<file path="config.mk">
export PLATFORM = sky130hd
export DESIGN_NAME = vend_credit_ctrl
export DESIGN_NICKNAME = d
export VERILOG_FILES = /design/src/rtl/vend_credit_ctrl.sv
export SDC_FILE = /design/constraint.sdc
export NUM_CORES = 1
export LEC_CHECK = 0
export ABC_AREA = 1
export BUFFER_PORTS_ARGS = -buffer_cell sky130_fd_sc_hd__buf_2
export CORE_ASPECT_RATIO = 1.75
export CORE_MARGIN = 2
export CORE_UTILIZATION = 55
export DETAILED_ROUTE_END_ITERATION = 16
export PLACE_DENSITY = 0.75
export SYNTH_ARGS = -nofsm -noshare
export SYNTH_HDL_FRONTEND = slang
export SYNTH_SLANG_ARGS = --single-unit
</file>
<file path="constraint.sdc">
create_clock -name clk -period 3.3 [get_ports clk]
set_input_delay 0.495 -clock clk [delete_from_list [all_inputs] [get_ports clk]]
set_output_delay 0.495 -clock clk [all_outputs]
set_load 0.1 [all_outputs]
</file>
<file path="src/rtl/vend_credit_ctrl.sv">
// Credit-accumulating vending controller: takes 5/10-unit coins, accepts a priced
// selection, runs the dispenser req/ack handshake and refunds change as 5-unit pulses.
module vend_credit_ctrl #(
  parameter int unsigned MAX_CREDIT = 30,
  parameter int unsigned TIMEOUT    = 200
) (
  input  logic       clk,
  input  logic       rst,
  input  logic [1:0] coin_in,
  input  logic       sel_valid,
  input  logic [1:0] sel,
  input  logic       cancel,
  input  logic       vend_ack,
  output logic       vend_req,
  output logic [1:0] vend_item,
  output logic       chg_pulse,
  output logic [5:0] credit,
  output logic       coin_reject,
  output logic       short_credit,
  output logic       busy
);

  typedef enum logic [1:0] {
    IDLE   = 2'd0,
    CREDIT = 2'd1,
    VEND   = 2'd2,
    CHANGE = 2'd3
  } state_t;

  localparam int unsigned TW       = (TIMEOUT < 2) ? 1 : $clog2(TIMEOUT + 1);
  localparam logic [6:0]  MAX_C    = 7'(MAX_CREDIT);
  localparam logic [TW-1:0] TMO_LAST = TW'(TIMEOUT - 1);
  localparam logic [5:0]  COIN_UNIT = 6'd5;

  state_t        state;
  logic [TW-1:0] tmo_cnt;

  logic [5:0] coin_val;
  logic       coin_present;
  logic       coin_fits;
  logic [5:0] price;
  logic       price_ok;
  logic       tmo_expired;

  always_comb begin
    coin_val     = '0;
    coin_present = 1'b0;
    case (coin_in)
      2'b01: begin
        coin_val     = 6'd5;
        coin_present = 1'b1;
      end
      2'b10: begin
        coin_val     = 6'd10;
        coin_present = 1'b1;
      end
      default: begin
        coin_val     = '0;
        coin_present = 1'b0;
      end
    endcase
    coin_fits = ({1'b0, credit} + {1'b0, coin_val}) <= MAX_C;

    case (sel)
      2'd0:    price = 6'd5;
      2'd1:    price = 6'd10;
      2'd2:    price = 6'd15;
      default: price = 6'd20;
    endcase
    price_ok    = credit >= price;
    tmo_expired = tmo_cnt == TMO_LAST;
  end

  always_ff @(posedge clk) begin
    if (rst) begin
      state        <= IDLE;
      tmo_cnt      <= '0;
      credit       <= '0;
      vend_req     <= 1'b0;
      vend_item    <= '0;
      chg_pulse    <= 1'b0;
      coin_reject  <= 1'b0;
      short_credit <= 1'b0;
      busy         <= 1'b0;
    end else begin
      coin_reject  <= 1'b0;
      short_credit <= 1'b0;
      chg_pulse    <= 1'b0;

      case (state)
        IDLE: begin
          if (coin_present) begin
            if (coin_fits) begin
              credit  <= credit + coin_val;
              tmo_cnt <= '0;
              state   <= CREDIT;
            end else begin
              coin_reject <= 1'b1;
            end
          end
          if (sel_valid) short_credit <= 1'b1;
        end

        // Priority cancel > coin > selection; every cycle without an accepted
        // coin or selection advances the inactivity counter.
        CREDIT: begin
          if (cancel) begin
            coin_reject <= coin_present;
            tmo_cnt     <= '0;
            chg_pulse   <= 1'b1;
            credit      <= credit - COIN_UNIT;
            busy        <= 1'b1;
            state       <= CHANGE;
          end else if (coin_present && coin_fits) begin
            credit  <= credit + coin_val;
            tmo_cnt <= '0;
          end else if (sel_valid && !coin_present && price_ok) begin
            credit    <= credit - price;
            vend_item <= sel;
            vend_req  <= 1'b1;
            busy      <= 1'b1;
            tmo_cnt   <= '0;
            state     <= VEND;
          end else begin
            if (coin_present) coin_reject <= 1'b1;
            else if (sel_valid) short_credit <= 1'b1;
            if (tmo_expired) begin
              tmo_cnt   <= '0;
              chg_pulse <= 1'b1;
              credit    <= credit - COIN_UNIT;
              busy      <= 1'b1;
              state     <= CHANGE;
            end else begin
              tmo_cnt <= tmo_cnt + 1'b1;
            end
          end
        end

        VEND: begin
          coin_reject <= coin_present;
          if (vend_ack) begin
            vend_req  <= 1'b0;
            vend_item <= '0;
            if (credit != '0) begin
              chg_pulse <= 1'b1;
              credit    <= credit - COIN_UNIT;
              state     <= CHANGE;
            end else begin
              busy  <= 1'b0;
              state <= IDLE;
            end
          end
        end

        // Credit drops together with each visible pulse, so the low cycle after
        // the pulse that reaches zero is the last CHANGE cycle.
        CHANGE: begin
          coin_reject <= coin_present;
          if (chg_pulse) begin
            if (credit == '0) begin
              busy  <= 1'b0;
              state <= IDLE;
            end
          end else begin
            chg_pulse <= 1'b1;
            credit    <= credit - COIN_UNIT;
          end
        end

        default: begin
          busy  <= 1'b0;
          state <= IDLE;
        end
      endcase
    end
  end

endmodule

</file>
**Word-level counts from Yosys, hierarchy flattened**

Index checks and enable logic that the tools add are counted.

- Register bits after elaboration: 23
- Bits of input ports: 9
- Output and inout port bits: 13
- Word-level logic and storage cells: 127

- $add $sub $neg: 5
- Order comparisons: 2
- Equal/unequal tests: 22
- Muxes and demuxes: 71
- Reduce and logical (&&, ||, !) cells: 18

Operators with widths:

| operator | count |
|---|---|
| two-way mux 6 bit | 9 |
| two-way mux 8 bit | 6 |
| two-way mux 1 bit | 31 |
| two-way mux 2 bit | 14 |
| case mux 6 bit (4 select lines) | 1 |
| != test 2 bit, second input constant | 11 |
| case mux 8 bit (2 select lines) | 1 |
| case mux 5 bit (3 select lines) | 1 |
| AND reduction 7 bit | 2 |
| case mux 1 bit (3 select lines) | 3 |
| adder 8 x 1 -> 8 bit, second input constant | 1 |
| == test 2 bit, second input constant | 4 |
| == test 8 bit, second input constant | 1 |
| case mux 2 bit (4 select lines) | 1 |
| case mux 4 bit (2 select lines) | 1 |
| adder 6 x 6 -> 7 bit | 1 |
| less-or-equal comparator 7 x 5 -> 1 bit, second input constant | 1 |
| adder 6 bit | 1 |
| == test 2 x 1 -> 1 bit, second input constant | 3 |
| greater-or-equal comparator 6 bit | 1 |
| logical NOT 6 bit | 1 |
| AND reduction 6 bit | 1 |
| nonzero test 6 bit | 1 |
| subtractor 6 x 3 -> 6 bit, second input constant | 1 |
| 14 further kinds | 20 |

**Logic depth before layout (Yosys ltp)**

- Depth after elaboration: 10
- Depth in mapped cells: 21
- Gate-level depth less buffers: 21

**Least setup slack after synthesis**

OpenSTA, ideal clock, no wires.

- Kind: flip-flop to flip-flop
- Start point: register credit[0]
- End point: register vend_item[0]
- Library setup time: 71 ps
- Data arrival time: 3012 ps
- Required time: 3229 ps
- Slack: 217 ps
- Stages on the path, launching flop included: 16
- Buffers on the path: 1
- Clock period less this slack: 3083 ps
- Cells stage by stage: dfxtp_1 inv_1 ha_1 inv_1 fa_1 a21oi_1 o21ai_0 nand2_1 nand2_1 nand2_1 buf_2 o21ai_0 nand3_1 nor2_1 nand2_1 a21oi_1

- Word-level cells in the longest chain between the ends: 5
- Elaborated cells on any way between the ends: 8
- Classes of those cells: add/sub (1); order compare (2); eq/ne (2); reduce/logical (3)

RTL lines:

| what | RTL line | text |
|---|---|---|
| start, declared | 17 | `output logic [5:0] credit,` |
| start signal, assigned | 94 | `credit <= credit + coin_val;` |
| start signal, assigned | 111 | `credit <= credit - COIN_UNIT;` |
| start signal, assigned | 115 | `credit <= credit + coin_val;` |
| adder 6 x 6 -> 7 bit | 62 | `coin_fits = ({1'b0, credit} + {1'b0, coin_val}) <= MAX_C;` |
| less-or-equal comparator 7 x 5 -> 1 bit | 62 |  |
| logical AND 1 bit | 114 | `end else if (coin_present && coin_fits) begin` |
| != test 2 bit (no source line) | -- |  |
| AND reduction 5 bit (no source line) (*) | -- |  |
| end signal, assigned | 119 | `vend_item <= sel;` |
| end, declared | 15 | `output logic [1:0] vend_item,` |

Every way passes the cells marked *; elsewhere a longest branch is shown, timed or not.
A chain may end at the register's enable or synchronous reset.

**Final worst setup path**

- Start point: input sel[0]
- End point: register vend_item[0]

- Word-level cells in the longest chain between the ends: 6
- Elaborated cells on any way between the ends: 12
- Classes of those cells: order compare (1); eq/ne (3); mux (5); reduce/logical (3)

RTL lines:

| what | RTL line | text |
|---|---|---|
| start, declared | 11 | `input logic [1:0] sel,` |
| == test 2 bit (tied with other cells) | 64 | `case (sel)` |
| case mux 5 bit (3 select lines) | 64 |  |
| greater-or-equal comparator 6 bit | 70 | `price_ok = credit >= price;` |
| logical AND 1 bit | 117 | `end else if (sel_valid && !coin_present && price_ok) begin` |
| != test 2 bit (no source line) | -- |  |
| AND reduction 5 bit (no source line) | -- |  |

Several ways; a longest one is shown, not always the timed one. The select of a mux whose other input is x is not followed.

==> report_table.html <==
<table>
<tr><th>Metric</th><th>Value</th></tr>
<tr><th colspan="2">Pwr</th></tr>
<tr><td>Clock power share</td><td>0.081</td></tr>
<tr><td>Switching fraction of total power</td><td>0.604</td></tr>
<tr><td>IR Drop Worst-Case VDD</td><td>516 uV</td></tr>
<tr><td>Leakage power</td><td>1.25 nW</td></tr>
<tr><td>Total net switching power</td><td>1.31 mW</td></tr>
<tr><td>P_int</td><td>0.858 mW</td></tr>
<tr><td>Power density over the cells</td><td>901 mW/mm^2</td></tr>
<tr><td>Logic pwr share</td><td>0.728</td></tr>
<tr><td>Sequential fraction of design power</td><td>0.192</td></tr>
<tr><th colspan="2">Clock network</th></tr>
<tr><td># hold bufs at CTS</td><td>0</td></tr>
<tr><td>Number of clock buffers inserted by TritonCTS</td><td>3</td></tr>
<tr><td>Clock net sink count</td><td>23</td></tr>
<tr><td>Buffer depth of the longest clock path</td><td>2</td></tr>
<tr><td>Post-CTS resize count</td><td>0</td></tr>
<tr><td>Worst skew pair latency</td><td>270 ps</td></tr>
<tr><td>Clock slew seen by the registers of the worst setup and hold paths</td><td>80 ps</td></tr>
<tr><td>Root cell of the clock tree</td><td>sky130_fd_sc_hd__clkbuf_8</td></tr>
<tr><td>CTS tree</td><td>done</td></tr>
<tr><td>Number of buffers added for setup after CTS</td><td>0</td></tr>
<tr><td>Number of H-tree branching levels</td><td>1</td></tr>
<tr><th colspan="2">Routing</th></tr>
<tr><td>Post-detailed-route via-to-cell ratio</td><td>5.43</td></tr>
<tr><td>First-pass iteration count of the detailed router</td><td>4</td></tr>
<tr><td>Post-route DRC violation count</td><td>0</td></tr>
<tr><td>Antenna-violating nets left</td><td>0</td></tr>
<tr><td>Wire length reported by the detailed router</td><td>5940 um</td></tr>
<tr><td>Overall via count from detail_route</td><td>2,383</td></tr>
<tr><td>DRT iter0 DRCs</td><td>85</td></tr>
<tr><td>Average wire per standard cell</td><td>13.5 um</td></tr>
<tr><th colspan="2">Floorplanning</th></tr>
<tr><td>Effective utilization at floorplan</td><td>0.569</td></tr>
<tr><td>Die width</td><td>51.8 um</td></tr>
<tr><td>Core area</td><td>0.00387 sq mm</td></tr>
<tr><td>Die Ht</td><td>87.7 um</td></tr>
<tr><td>FP Rows</td><td>30</td></tr>
<tr><td>Floorplan die area</td><td>0.00454 sq mm</td></tr>
<tr><td>Number of ports placed on the die boundary</td><td>22</td></tr>
<tr><th colspan="2">Outcome</th></tr>
<tr><td>Status</td><td>finished clean</td></tr>
<tr><th colspan="2">Timing</th></tr>
<tr><td>Unrepaired setup endpoints after global routing</td><td>false</td></tr>
<tr><td>Least-Margin Pin Slew</td><td>739 ps</td></tr>
<tr><td># setup viols final</td><td>0</td></tr>
<tr><td>Summed negative setup slack over all endpoints</td><td>0 ps</td></tr>
<tr><td>Max Clk Rate</td><td>346 MHz</td></tr>
<tr><td>Setup Skew</td><td>5.05 ps</td></tr>
<tr><td>Max-slew headroom at the worst pin</td><td>0.505</td></tr>
<tr><td>Final critical delay including setup and external delays</td><td>2890 ps</td></tr>
<tr><td>Endpoints failing hold</td><td>0</td></tr>
<tr><td>Final Slew Violations</td><td>0</td></tr>
<tr><td>Final Cycle Share</td><td>0.876</td></tr>
<tr><th colspan="2">Yosys</th></tr>
<tr><td>Instance count of the mapped netlist</td><td>367</td></tr>
<tr><td>Count of warnings emitted by yosys</td><td>0</td></tr>
<tr><td>Post-Synthesis Net Count</td><td>393</td></tr>
<tr><td>Mean instance size in the synthesized netlist</td><td>5.99 sq um</td></tr>
<tr><td>Fraction of the yosys area taken by sequential cells</td><td>0.209</td></tr>
<tr><td>#FFs+latches synth</td><td>23</td></tr>
<tr><td>Synth cell types</td><td>31</td></tr>
<tr><td>Combined area of all synthesized cells</td><td>0.00220 sq mm</td></tr>
<tr><th colspan="2">Setup path</th></tr>
<tr><td>Endpoint of the worst setup timing path</td><td>vend_item[0]</td></tr>
<tr><td>Category of the critical setup timing path</td><td>input pin to register</td></tr>
<tr><td>Critical Path End Type</td><td>register</td></tr>
<tr><td>Data arrival time at the worst-slack endpoint</td><td>3100 ps</td></tr>
<tr><td>WP data required</td><td>3500 ps</td></tr>
<tr><td>Worst r2r path cells</td><td>14</td></tr>
<tr><td>Startpoint kind of the worst setup timing path</td><td>input pin</td></tr>
<tr><td>Minimum setup slack among reg-to-reg paths</td><td>500 ps</td></tr>
<tr><td>Startpoint of the worst-slack reg-to-reg timing path</td><td>credit[0]</td></tr>
<tr><td>Reg2Reg Capture Point</td><td>vend_item[0]</td></tr>
<tr><td>Origin of the worst setup path</td><td>sel[0]</td></tr>
<tr><td>Worst-path fanout max</td><td>13</td></tr>
<tr><th colspan="2">Global routing</th></tr>
<tr><td>Overall track demand over capacity in global routing</td><td>0.298</td></tr>
<tr><td>Wire length of the first global-routing pass</td><td>10,200 um</td></tr>
<tr><td>Number of antenna violations at the first check in global routing</td><td>0</td></tr>
<tr><td>Total congestion overflow</td><td>0</td></tr>
<tr><td>Number of global-route vias before repair</td><td>2,332</td></tr>
<tr><td>Largest net degree at the start of global routing</td><td>14</td></tr>
<tr><th colspan="2">Run</th></tr>
<tr><td>Maxcap violations</td><td>0</td></tr>
<tr><th colspan="2">Placed design</th></tr>
<tr><td>Port bufs</td><td>21</td></tr>
<tr><td>HPWL after detailed placement</td><td>4900 um</td></tr>
<tr><td>Global placer's final weighted congestion</td><td>0.975</td></tr>
<tr><th colspan="2">Final layout</th></tr>
<tr><td>Most common cell after layout, fill and taps aside</td><td>sky130_fd_sc_hd__nand2_1</td></tr>
<tr><td>Final core utilization</td><td>0.623</td></tr>
<tr><td>Number of diodes added for antenna fixing</td><td>0</td></tr>
<tr><td>Share of cells above drive strength 1</td><td>0.123</td></tr>
<tr><td>Commonest non-fill, non-tap cells in the layout</td><td>sky130_fd_sc_hd__nand2_1 (105), sky130_fd_sc_hd__inv_1 (56), sky130_fd_sc_hd__nor2_1 (49), sky130_fd_sc_hd__dfxtp_1 (23), sky130_fd_sc_hd__nand3_1 (22)</td></tr>
<tr><td>Signed area change from the synthesized netlist to the final layout</td><td>9.44%</td></tr>
<tr><td>Final net count</td><td>418</td></tr>
<tr><td>Layout fillers</td><td>395</td></tr>
<tr><th colspan="2">Worst hold path</th></tr>
<tr><td>Hold crit path type</td><td>register to register</td></tr>
<tr><td>Origin of the worst min-delay path</td><td>busy</td></tr>
</table>
==> synthesized netlist by cell type (all sizes together) <==
| cell | n | area (sq um) |
|---|---|---|
| nand2 | 112 | 438 |
| inv | 58 | 218 |
| nor2 | 51 | 196 |
| a21oi | 24 | 143 |
| nand3 | 24 | 145 |
| dfxtp | 23 | 460 |
| o21ai | 17 | 88.8 |
| ha | 16 | 200 |
| nand4 | 14 | 93.8 |
| xor2 | 7 | 61.3 |
| nor3 | 4 | 20.0 |
| buf | 3 | 21.3 |
| o22ai | 3 | 18.8 |
| o21bai | 2 | 15.0 |
| xnor2 | 2 | 17.5 |
| a31o | 1 | 8.76 |
| clkbuf | 1 | 3.75 |
| fa | 1 | 20.0 |
| nand3b | 1 | 7.51 |
| o21a | 1 | 7.51 |
| o221ai | 1 | 8.76 |
| or2 | 1 | 6.26 |
==> logic make-up (layout without fill, tap and decap cells) <==
kind of cell | count (synthesis) | count (layout) | share of synthesized area
buffers and inverters | 62 | 86 | 0.110
adders and majority gates | 17 | 17 | 0.100
DFF | 23 | 23 | 0.209
xor gates and xnor gates | 9 | 9 | 0.0358
AOI/OAI and AO/OA | 49 | 49 | 0.132
and+or+nand+nor | 207 | 207 | 0.412
==> area by class of cell <==
type                            instances  area, sq um  area share
Multi-Input combinational cell        282         1500       0.622
Clock buffer                            4         45.0      0.0187
Tap cell                               48         60.1      0.0249
Inverter                               58          218      0.0904
Sequential cell                        23          460       0.191
Timing Repair Buffer                   24          128      0.0530
==> worst min path at each step <==
stage,cells past startpoint,slack (ps),endpoint
detailed placement,2,450,busy
finish,2,460,busy
floorplan,2,460,tmo_cnt[0]
global placement,2,450,busy
global route,2,490,busy
CTS,2,460,busy
==> power groups by stage <==
stage               registers (mW)  clock network, mW  logic [mW]
floorplan                    0.758                  0       0.896
global placement             0.419                  0        1.56
detailed placement           0.420                  0        1.56
CTS                          0.414              0.184        1.57
global route                 0.423              0.190        1.76
finish                       0.416              0.175        1.58
==> metrics by stage <==
step	cell area, sq um	worst slack [ps]	power [mW]	cells	hold WS [ps]
floorplan	2200	217	1.65	367	456
global placement	2360	209	1.98	435	453
detailed placement	2360	155	1.98	435	451
CTS	2410	407	2.17	439	464
global route	2410	51.0	2.37	439	487
finish	2410	408	2.17	439	459
==> per-layer routing <==
metal  global-route usage  up-vias  part of all wire  wire length (um)
met5                    0        -                 0                 0
met4                0.191        0             0.063               376
met3               0.0358       32             0.035               206
met2                0.573       69              0.54              3220
met1                0.285     1063              0.36              2140
li1                     -     1219                 -                 -
==> registers in the layout (all words and copies together), names as in the netlist <==
register      flops
short_credit      1
busy              1
chg_pulse         1
tmo_cnt           8
credit            6
vend_req          1
coin_reject       1
vend_item         2
state             2
==> worst max-delay path: stages <==
cell	delay, ps
sky130_fd_sc_hd__buf_2	120
sky130_fd_sc_hd__inv_1	60
sky130_fd_sc_hd__ha_1	190
sky130_fd_sc_hd__nor2_1	100
sky130_fd_sc_hd__nor2_1	50
sky130_fd_sc_hd__ha_1	190
sky130_fd_sc_hd__inv_1	70
sky130_fd_sc_hd__fa_1	190
sky130_fd_sc_hd__a21oi_1	70
sky130_fd_sc_hd__o21ai_0	250
sky130_fd_sc_hd__nand2_1	110
sky130_fd_sc_hd__nand2_1	70
sky130_fd_sc_hd__nand2_1	250
sky130_fd_sc_hd__o21ai_0	270
sky130_fd_sc_hd__nand3_1	200
sky130_fd_sc_hd__nor2_1	230
sky130_fd_sc_hd__nand2_1	80
sky130_fd_sc_hd__a21oi_1	120
Note: power is estimated with default switching activity, not from simulation.
